==> src/rtl/write_back.sv <==
// Write-back pipeline register plus a 32-entry architectural register file
// with two combinational read ports. `WB_BYPASS_EN forwards MW_* and WB_* to the reads.
module write_back #(
  parameter int DATA_W = 32,
  parameter int ADDR_W = 5
) (
  input  logic              clk,
  input  logic              rst,
  input  logic [DATA_W-1:0] MW_ALUout,
  input  logic [ADDR_W-1:0] MW_RD,
  input  logic              MW_WE,
  input  logic [ADDR_W-1:0] RS,
  input  logic [ADDR_W-1:0] RT,
  output logic [DATA_W-1:0] RS_DATA,
  output logic [DATA_W-1:0] RT_DATA,
  output logic              WB_VALID,
  output logic [ADDR_W-1:0] WB_RD,
  output logic [DATA_W-1:0] WB_DATA,
  output logic [31:0]       WB_COUNT
);
  localparam int DEPTH = 1 << ADDR_W;

  logic [DEPTH-1:0][DATA_W-1:0] rf_q, rf_d;
  logic                         wb_valid_q, wb_valid_d;
  logic [ADDR_W-1:0]            wb_rd_q, wb_rd_d;
  logic [DATA_W-1:0]            wb_data_q, wb_data_d;
  logic [31:0]                  wb_count_q, wb_count_d;
  logic                         commit;

  // r0 never commits, so the array slot stays 0 and the count ignores it.
  assign commit = wb_valid_q && (wb_rd_q != '0);

  always_comb begin
    wb_valid_d = MW_WE;
    wb_rd_d    = MW_RD;
    wb_data_d  = MW_ALUout;
    rf_d       = rf_q;
    wb_count_d = wb_count_q;
    if (commit) begin
      rf_d[wb_rd_q] = wb_data_q;
      if (wb_count_q != 32'hFFFF_FFFF) wb_count_d = wb_count_q + 32'd1;
    end
  end

  always_ff @(posedge clk) begin
    if (rst) begin
      wb_valid_q <= 1'b0;
      wb_rd_q    <= '0;
      wb_data_q  <= '0;
      wb_count_q <= '0;
      rf_q       <= '0;
    end else begin
      wb_valid_q <= wb_valid_d;
      wb_rd_q    <= wb_rd_d;
      wb_data_q  <= wb_data_d;
      wb_count_q <= wb_count_d;
      rf_q       <= rf_d;
    end
  end

  logic [1:0][ADDR_W-1:0] rd_idx;
  assign rd_idx = {RT, RS};

  for (genvar p = 0; p < 2; p++) begin : g_rd
    logic [DATA_W-1:0] data;
    always_comb begin
      data = '0;
      if (rd_idx[p] != '0) begin
`ifdef WB_BYPASS_EN
        // Newest value wins: memory-stage result, then pending WB, then array.
        if (MW_WE && (MW_RD == rd_idx[p]))               data = MW_ALUout;
        else if (wb_valid_q && (wb_rd_q == rd_idx[p]))   data = wb_data_q;
        else                                             data = rf_q[rd_idx[p]];
`else
        data = rf_q[rd_idx[p]];
`endif
      end
    end
  end

  assign RS_DATA  = g_rd[0].data;
  assign RT_DATA  = g_rd[1].data;
  assign WB_VALID = wb_valid_q;
  assign WB_RD    = wb_rd_q;
  assign WB_DATA  = wb_data_q;
  assign WB_COUNT = wb_count_q;
endmodule

==> config.mk <==
export PLATFORM = sky130hd
export DESIGN_NAME = write_back
export DESIGN_NICKNAME = d
export VERILOG_FILES = /design/src/rtl/write_back.sv
export SDC_FILE = /design/constraint.sdc
export NUM_CORES = 2
export LEC_CHECK = 0
export ABC_AREA = 1
export CORE_MARGIN = 1
export CORE_UTILIZATION = 40
export CTS_CLUSTER_DIAMETER = 60
export CTS_CLUSTER_SIZE = 20
export DETAILED_ROUTE_END_ITERATION = 10
export SETUP_SLACK_MARGIN = 0.02
export SYNTH_ARGS = -nofsm -noshare
export SYNTH_HDL_FRONTEND = slang
export SYNTH_SLANG_ARGS = --single-unit
==> constraint.sdc <==
create_clock -name clk -period 2.2 [get_ports clk]
set_input_delay 0.22 -clock clk [delete_from_list [all_inputs] [get_ports clk]]
set_output_delay 0.22 -clock clk [all_outputs]
set_load 0.005 [all_outputs]
==> flow_summary_export.csv <==
group,metric,value,unit
run_status,status,"complete, but fails checks",
run_status,violations,"setup timing",
die,initial_core_util,40.3,%
worst_hold_path,hp-class,"in2reg",
sta,fin_ws,-0.283,ns
yosys,synth_top_area_cell,"dfxtp_1",
sta,finalHoldViolCount,0,
clock_tree,clock_latency,0.79,ns
sta,slew_viol_final,0,
power_and_ir_drop,vdd_drop_max,0.774,mV
sta,relSlewSlack,58.9,%
yosys,ys_top_cells_by_area,"dfxtp_1, nand2_1, nor2_1",
layout,postLayoutCellArea,74800,µm²
drt,first_pass_iters,7,
sta,worstMarginPinSlew,0.617,ns
placed_design,place_hpwl,178,mm
sta,fin_crit,2.48,ns
drt,drt-total-wl,288,mm
setup_path,cp.arrival,2.26,ns
grt,grt_pass1_wl,419,mm
layout,nets,10000,
layout,area_delta_synth_final,27.2,%
die,rows,140,
die,coreArea,146000,µm²
power_and_ir_drop,power_leakage,32.4,nW
setup_path,crit_type,"reg2out",
yosys,synth-seq-area-share,37.2,%
grt,grt_antenna_before_repair,23,
setup_path,cp-start-kind,"register",
setup_path,rr_startpoint,"WB_RD[1]",
grt,grt_pass1_vias,63300,
drt,wire_per_inst,24.0,µm
placed_design,place.gp.congestion,0.974,
placed_design,io_buffers,183,
sta,clock-skew-final,0.0403,ns
clock_tree,clockRootBuffer,"clkbuf_16",
sta,period_share,113,%
die,die_area,149000,µm²
placed_design,place_area,67200,µm²
sta,setup_viol,25,
sta,fmax,0.403,GHz
drt,drc,0,
grt,track_usage,37.3,%
yosys,synthCells,9808,
yosys,synth_top_cell_area_share,37.2,%
setup_path,worstPathRequired,1.98,ns
layout,final_util,51.3,%
grt,grt-ovfl-total,0,
drt,ant_nets,0,
yosys,yosysMostFrequentCell,"nand2_1",
yosys,synth_warnings,0,
drt,via_per_inst,5.89,
yosys,ys_types,31,
drt,drtIter0Drc,10700,
yosys,postSynthAreaPerCell,6.00,µm²
clock_tree,htreeDepth,3,
setup_path,crit_fanout,2,
yosys,synth-edff-count,0,
worst_hold_path,hold_start,"MW_ALUout[12]",
power_and_ir_drop,p_per_area,655,nW/µm²
power_and_ir_drop,finalPower,49.0,mW
yosys,synthTopCellsByCount,"nand2_1, nor2_1, nand3_1",
clock_tree,cts_tree,"yes",
layout,drive_above_1_share,22.2,%
clock_tree,clockBufferDepth,3,
yosys,syn_area,58800,µm²
yosys,synth-seq-cells,1094,
drt,vias,70600,
sta,rsz0062_at_grt,"true",
yosys,synth_ff_type,"dfxtp_1",
die,io-pin-count,184,
clock_tree,cts.reportedPaths.clkPinSlew,0.07,ns
setup_path,cp-end-kind,"primary output",
grt,grt_start_max_net_pins,143,
die,chipHeight,385,µm
setup_path,cp-startpoint,"rf_q[269]",
die,die_w,385,µm
clock_tree,cts_made_buffers,118,
clock_tree,cts_sinks,1094,
yosys,syn-num-nets,9859,
flow_run,drv_cap,0,
yosys,postSynth.asyncResetShare,0,%
==> worst max-delay path, cell delays in order, from the launching register on <==
cell and delay (ns):
dfxtp_2 0.34, nand2_1 0.06, nand3_1 0.09, nand3_1 0.10, nand2_2 0.11, nand2_2 0.07
nand2_2 0.07, nor2_2 0.04, nor2_4 0.36, buf_6 0.16, buf_6 0.08
==> sequential cells by signal (all words and copies together), names as in the netlist <==
register / count
WB_DATA: 32
WB_VALID: 1
WB_COUNT: 32
rf_q: 1024
WB_RD: 5
==> cells by family after synthesis <==
kind of cell             share of synthesized area, %
AO/OA/AOI/OAI                                    11.4
XOR/XNOR                                        0.223
AND/OR/NAND/NOR                                  43.8
buffers and inverters                            7.29
adder cells (fa/ha/maj)                        0.0213
flip-flops                                       37.2
==> layout by cell type (no fill, tap or decap), types with 153 or more instances in the layout <==
master and count:
buf_12 213, buf_4 427, dfxtp_1 478, dfxtp_2 611, inv_1 155, nand2_1 2374, nand2_2 251, nand3_1 1296
nand3_2 153, nor2_1 2095, o21ai_0 1033
==> what timing repair did <==
action	in CTS	in global routing
endpoints found under the hold margin	46	0
setup endpoints to repair	67	256
hold buffers	37	0
buffers inserted	20	16
resized for setup	927	611
pin swaps	201	286
==> cell type report <==
class                      instances  area, µm²
fill                           14400      70900
multi-input combinational       7657      34900
sequential                      1094      22700
timing repair buffer             871       9670
clock buffer                     129       3110
tap                             1917       2400
clock inverter                    95       1190
inverter                         207        836
antenna                           12       30.0
==> per-stage QoR <==
step	setup slack, ns	std cells	hold slack [ns]	setup TNS (ns)
after global routing	-0.326	12000	0.0461	-4.23
final	-0.283	12000	0.0277	-1.51
after detailed placement	-0.937	11700	0.430	-19.42
after floorplan	0.435	9808	0.327	0
after CTS	-0.221	12000	0.00565	-2.01
after global placement	-0.962	11700	0.428	-19.57
==> routing by layer <==
| layer | global-route usage [%] | routed length [µm] |
|---|---|---|
| met1 | 50.6 | 115000 |
| met2 | 54.6 | 119000 |
| met3 | 7.99 | 35600 |
| met4 | 20.8 | 17700 |
| met5 | 0.0975 | 101 |
==> power by group <==
group / leakage, nW / internal [mW] / switching [mW] / total (mW)
Combinational: 21.1 / 2.30 / 4.38 / 6.68
Sequential: 9.14 / 19.9 / 0.124 / 20.1
Clock: 2.08 / 11.9 / 10.3 / 22.3
Total: 32.4 / 34.2 / 14.8 / 49.0
==> path summary, 6_finish.rpt <==
check	cells past startpoint	to	slack, ns
worst min register to register	2	rf_q[25]	0.43
worst min-delay path	3	WB_DATA[12]	0.03
worst max register to register	8	rf_q[832]	0.08
worst max-delay path	10	RS_DATA[13]	-0.28
Note: power is estimated with default switching activity, not from simulation.
